### src/rtl/fft_tw_agu.sv
// fft_tw_agu: walks radix-2 DIT stages/butterflies, issues twiddle index k and operand addresses,
// and delays the addresses by TW_LAT so they meet the twiddle at the butterfly.
module fft_tw_agu #(
    parameter int N         = 8192,
    parameter int TW_LAT    = 2,
    parameter int STAGE_GAP = 4
) (
    input  logic                         clk,
    input  logic                         rst,
    input  logic                         start,
    input  logic                         en,
    output logic                         busy,
    output logic [$clog2(N/2)-1:0]       k,
    output logic                         iss_valid,
    output logic [$clog2(N)-1:0]         iss_addr_a,
    output logic [$clog2(N)-1:0]         iss_addr_b,
    output logic                         bf_valid,
    output logic [$clog2(N)-1:0]         bf_addr_a,
    output logic [$clog2(N)-1:0]         bf_addr_b,
    output logic [$clog2($clog2(N)):0]   bf_stage,
    output logic                         bf_last,
    output logic                         done
);
    localparam int S  = $clog2(N);
    localparam int AW = S;
    localparam int KW = S - 1;
    localparam int SW = $clog2(S) + 1;
    localparam int GW = STAGE_GAP > 1 ? $clog2(STAGE_GAP) : 1;
    localparam logic [GW-1:0] GAP_END = GW'(STAGE_GAP > 0 ? STAGE_GAP - 1 : 0);

    typedef enum logic [1:0] {IDLE, RUN, GAP, FLUSH} state_t;
    typedef struct packed {
        logic          v;
        logic [AW-1:0] a;
        logic [AW-1:0] b;
        logic [SW-1:0] s;
        logic          l;
    } dl_t;

    state_t        state, state_nx;
    logic [SW-1:0] stg, stg_nx, iss_stg;
    logic [KW-1:0] b, b_nx, kc;
    logic [GW-1:0] gap_cnt, gap_nx;
    logic [AW-1:0] pos, addr_a, addr_b;
    logic          issue, last_b, last_s, gap_end, iss_last;
    dl_t           dl [TW_LAT];

    assign pos     = AW'(b) & ((AW'(1) << stg) - AW'(1));
    assign addr_a  = ((AW'(b) >> stg) << (stg + SW'(1))) | pos;
    assign addr_b  = addr_a + (AW'(1) << stg);
    assign kc      = KW'(pos << (S - 1 - stg));
    assign last_b  = b == KW'(N/2 - 1);
    assign last_s  = stg == SW'(S - 1);
    assign gap_end = gap_cnt == GAP_END;

    assign busy      = state != IDLE;
    assign bf_valid  = dl[TW_LAT-1].v;
    assign bf_addr_a = dl[TW_LAT-1].a;
    assign bf_addr_b = dl[TW_LAT-1].b;
    assign bf_stage  = dl[TW_LAT-1].s;
    assign bf_last   = dl[TW_LAT-1].l;
    // An earlier stage's last tag can still be in flight, so match the final stage too.
    assign done      = state == FLUSH && bf_last && bf_stage == SW'(S - 1);

    always_comb begin
        state_nx = state;
        stg_nx   = stg;
        b_nx     = b;
        gap_nx   = gap_cnt;
        issue    = 1'b0;
        case (state)
            IDLE: begin
                state_nx = start ? RUN : IDLE;
                issue    = start & en;
            end
            RUN: issue = en;
            GAP: begin
                gap_nx   = gap_end ? '0 : gap_cnt + GW'(1);
                state_nx = gap_end ? RUN : GAP;
                stg_nx   = gap_end ? stg + SW'(1) : stg;
            end
            default: state_nx = done ? IDLE : FLUSH;
        endcase
        if (issue) begin
            b_nx = b + KW'(1);
            if (last_b) begin
                state_nx = last_s ? FLUSH : (STAGE_GAP > 0 ? GAP : RUN);
                stg_nx   = last_s ? '0 : (STAGE_GAP > 0 ? stg : stg + SW'(1));
            end
        end
    end

    always_ff @(posedge clk) begin
        if (!rst) begin
            state      <= IDLE;
            stg        <= '0;
            b          <= '0;
            gap_cnt    <= '0;
            iss_valid  <= 1'b0;
            iss_addr_a <= '0;
            iss_addr_b <= '0;
            k          <= '0;
            iss_stg    <= '0;
            iss_last   <= 1'b0;
            for (int i = 0; i < TW_LAT; i++) dl[i] <= '0;
        end else begin
            state     <= state_nx;
            stg       <= stg_nx;
            b         <= b_nx;
            gap_cnt   <= gap_nx;
            iss_valid <= issue;
            iss_last  <= issue & last_b;
            if (issue) begin
                iss_addr_a <= addr_a;
                iss_addr_b <= addr_b;
                k          <= kc;
                iss_stg    <= stg;
            end
            dl[0] <= {iss_valid, iss_addr_a, iss_addr_b, iss_stg, iss_last};
            for (int i = 1; i < TW_LAT; i++) dl[i] <= dl[i-1];
        end
    end
endmodule

### config.mk
export PLATFORM = sky130hd
export DESIGN_NAME = fft_tw_agu
export DESIGN_NICKNAME = d
export VERILOG_FILES = /design/src/rtl/fft_tw_agu.sv
export SDC_FILE = /design/constraint.sdc
export NUM_CORES = 1
export LEC_CHECK = 0
export BUFFER_PORTS_ARGS = -buffer_cell sky130_fd_sc_hd__buf_2
export CORE_ASPECT_RATIO = 2
export CORE_MARGIN = 8
export CORE_UTILIZATION = 30
export DETAILED_ROUTE_END_ITERATION = 10
export PLACE_DENSITY_LB_ADDON = 0.1
export SLEW_MARGIN = 20
export SYNTH_ARGS = -nofsm -noshare
export SYNTH_HDL_FRONTEND = slang
export SYNTH_SLANG_ARGS = --single-unit
### constraint.sdc
create_clock -name clk -period 5.4 [get_ports clk]
set_clock_uncertainty 0.2 [all_clocks]
set_input_delay 0.27 -clock clk [delete_from_list [all_inputs] [get_ports clk]]
set_output_delay 0.27 -clock clk [all_outputs]
set_load 0.03 [all_outputs]
==> metrics <==
class of the most critical setup path=reg2reg; worst slew pin tran=1060 ps; cell-by-cell trace of the critical path=clkinv_1 -> ha_1 -> ha_1 -> or2_2 -> o41ai_1 -> nand3_1 -> xnor2_1 -> and2_1 -> a21oi_1 -> o21ai_0 -> ha_1 -> a21o_1 -> a211o_1 -> a31o_2 -> o221ai_1 -> xnor2_1 -> o2bb2ai_1; via count of the first global-routing pass=6,069; placeable core region=23,700 µm²; total number of vias=6,107; standard cell with the maximum stage delay on the critical path=sky130_fd_sc_hd__o41ai_1; detail-routed net length per standard cell=20.2 µm; top fanout value on the critical path=7; share of flip-flops with an asynchronous set or reset=0%; Hold Path Cell Cnt=3; PD cells=277 nW/µm²; Post-synth EDFFs=0; DR pass1 iterations=5; static power due to leakage=3.47 nW; Worst-path clk slew=60 ps; placement row count=80; starting density of the core=30.3%; worst-case register-to-register setup slack=750 ps; register area share after synthesis=36.8%; startpoint types=register; RR Endpoint=iss_addr_b[12]$_SDFFE_PN0P_; area of the mapped netlist=7190 µm²; warnings from Yosys=0; required time of the worst setup path=5510 ps; Synth Net Count=854; buffer depth of the longest clock path=2; total wire length=23,700 µm; Endpoint, Worst Hold=stg[0]$_SDFFE_PN0P_; post-synthesis instance total=832; outcome=completed; Design Power=2.31 mW; final worst path period share=86.0%; setup repair after global routing missed its margin=no; half-perimeter wire length after placement=18,000 µm; share of layout cells above drive strength 1=19.2%; relative slew slack=28.4%; number of instances resized during post-cts repair=0; # DRC=0; number of buffers created by CTS=17; number of maximum-capacitance constraint violations=0; weighted congestion at the end of routability-driven global placement=0.941; data arrival time of the critical path=4760 ps; Hold Fails Final Rpt=0; total number of nets in the final design=896; Syn Area/Cell=8.64 µm²; antenna violations before repair=0; number of top-level pins=78; Post-synth top flop=sky130_fd_sc_hd__dfxtp_1; CTS tree=built; Most common cell on crit path=sky130_fd_sc_hd__ha_1; maximum clock rate=0.215 GHz; Max H-tree Level=4; hold_sp=rst; post-layout minimum cycle time=4650 ps; min-delay worst type=in2reg; type of element capturing the critical path=register; count of final max-slew check failures=0; global-route wire length before repair=36,700 µm; number of buffer cells added on primary ports=77; remaining antenna violation count=0; cell at the root of the clock tree=sky130_fd_sc_hd__clkbuf_16; Num Clock Sinks=132; commonest cells after routing, fill and taps aside=132 x sky130_fd_sc_hd__dfxtp_1, 91 x sky130_fd_sc_hd__and2_1, 81 x sky130_fd_sc_hd__nand2_1; area enclosed by the die boundary=29,500 µm²; layout-stage area growth over the synthesis result=16.1%; clock latency at the later pin of the worst-skew pair=430 ps; maximum number of pins on one net before global-route repair=98; violation count after the first detailed-route iteration=406; Die Height=235 µm; Distinct cells, synth=78; maximum single-stage delay on the critical path=530 ps; overall die width=125 µm; Final TNS setup=0 ps; most frequent standard cell in the layout excluding fill and tap cells=sky130_fd_sc_hd__dfxtp_1; Yosys reg bits=132; Antenna Cells=0; Peak VDD IR=0.158 mV; r2r worst-path depth=17; All-Layer GR Usage=16.2%; Setup-failing EPs final=0; routed vias/inst=5.20; overflow left after global routing=0; source of the worst register-to-register timing path=stg[1]$_SDFFE_PN0P_
-- Yosys cell counts (9+ instances only) --
| cell type | number | area, µm² |
|---|---|---|
| sky130_fd_sc_hd__nand2_1 | 81 | 304 |
| sky130_fd_sc_hd__nand4_1 | 9 | 56.3 |
| sky130_fd_sc_hd__ha_1 | 17 | 213 |
| sky130_fd_sc_hd__a21oi_1 | 20 | 100 |
| sky130_fd_sc_hd__o21ai_0 | 37 | 185 |
| sky130_fd_sc_hd__buf_4 | 32 | 240 |
| sky130_fd_sc_hd__clkbuf_1 | 45 | 169 |
| sky130_fd_sc_hd__xnor2_1 | 26 | 228 |
| sky130_fd_sc_hd__nor2_1 | 44 | 165 |
| sky130_fd_sc_hd__or3_1 | 9 | 56.3 |
| sky130_fd_sc_hd__inv_1 | 12 | 45.0 |
| sky130_fd_sc_hd__nor3_1 | 9 | 45.0 |
| sky130_fd_sc_hd__and2_1 | 91 | 569 |
| sky130_fd_sc_hd__a21boi_0 | 16 | 120 |
| sky130_fd_sc_hd__nand3_1 | 20 | 100 |
| sky130_fd_sc_hd__mux2i_1 | 24 | 240 |
| sky130_fd_sc_hd__dfxtp_1 | 132 | 2640 |
| sky130_fd_sc_hd__a22oi_1 | 16 | 120 |
| sky130_fd_sc_hd__nor2b_1 | 16 | 100 |
-- stage by stage --
step	hold WS (ps)	util, %	area (µm²)	instances	worst slack, ps
2_1_floorplan	212	-	7190	832	761
3_3_place_gp	213	32.6	7730	1141	856
3_5_place_dp	217	32.6	7730	1141	743
4_1_cts	100	35.2	8340	1174	722
5_1_grt	155	35.2	8340	1174	520
6_report	102	35.2	8340	1174	753
-- worst max-delay path, delay by kind of cell (launching register included) --
family | cells | cell delay, ps
AOI/OAI and AO/OA | 8 | 1770
xor gates and xnor gates | 2 | 300
adders and majority gates | 3 | 950
buffers and inverters | 1 | 130
DFF | 1 | 440
and+or+nand+nor | 3 | 730
-- logic make-up after synthesis --
kind of cell | Yosys count | synth area share (%)
muxes | 34 | 5.17
adders and majority gates | 23 | 3.94
AOI/OAI and AO/OA | 189 | 19.3
xor gates and xnor gates | 33 | 4.02
DFF | 132 | 36.8
and+or+nand+nor | 317 | 23.5
buffers and inverters | 104 | 7.31
-- repair_timing --
action	CTS	global route
endpoints found under the setup margin	0	0
endpoints found under the hold margin	1	0
buffers inserted	0	0
hold buffers	1	0
-- flip-flops by register name, summed over array words and instances (netlist names) --
| register | flops |
|---|---|
| gap_cnt | 2 |
| iss_last | 1 |
| b | 12 |
| k | 12 |
| iss_addr_b | 13 |
| stg | 5 |
| iss_addr_a | 13 |
| iss_valid | 1 |
| iss_stg | 5 |
| dl | 66 |
| state | 2 |
-- worst max-delay path by stage --
| stage | startpoint | end | slack, ps | cells after the start |
|---|---|---|---|---|
| after global placement | stg[1]$_SDFFE_PN0P_ | iss_addr_b[12]$_SDFFE_PN0P_ | 860 | 17 |
| final | stg[1]$_SDFFE_PN0P_ | iss_addr_b[12]$_SDFFE_PN0P_ | 750 | 17 |
| after floorplan | stg[0]$_SDFFE_PN0P_ | iss_addr_b[12]$_SDFFE_PN0P_ | 760 | 19 |
| after CTS | stg[1]$_SDFFE_PN0P_ | iss_addr_b[12]$_SDFFE_PN0P_ | 720 | 17 |
| after detailed placement | stg[1]$_SDFFE_PN0P_ | iss_addr_b[12]$_SDFFE_PN0P_ | 740 | 17 |
| after global routing | stg[1]$_SDFFE_PN0P_ | iss_addr_b[12]$_SDFFE_PN0P_ | 520 | 17 |
-- report_power, final --
part | leakage, nW | internal (mW) | switching (mW) | total (mW)
clock | 0.288 | 0.710 | 0.471 | 1.18
combinational | 2.12 | 0.0392 | 0.0839 | 0.123
sequential | 1.07 | 0.995 | 0.0106 | 1.01
total | 3.47 | 1.74 | 0.565 | 2.31
-- metal layers --
metal	track usage, %	wire length (µm)	share of wire, %
met1	15.6	8760	37
met2	29.8	12700	54
met3	3.65	858	3.6
met4	11.3	1350	5.7
met5	0	0	0
-- final cells by class --
| cell class | count | area (µm²) |
|---|---|---|
| Timing Repair Buffer | 112 | 663 |
| Sequential cell | 132 | 2640 |
| Fill cell | 2478 | 15400 |
| Clock inverter | 13 | 148 |
| Clock buffer | 19 | 453 |
| Inverter | 15 | 56.3 |
| Tap cell | 287 | 359 |
| Multi-Input combinational cell | 596 | 4020 |
Power figures use the tool's default switching activity.
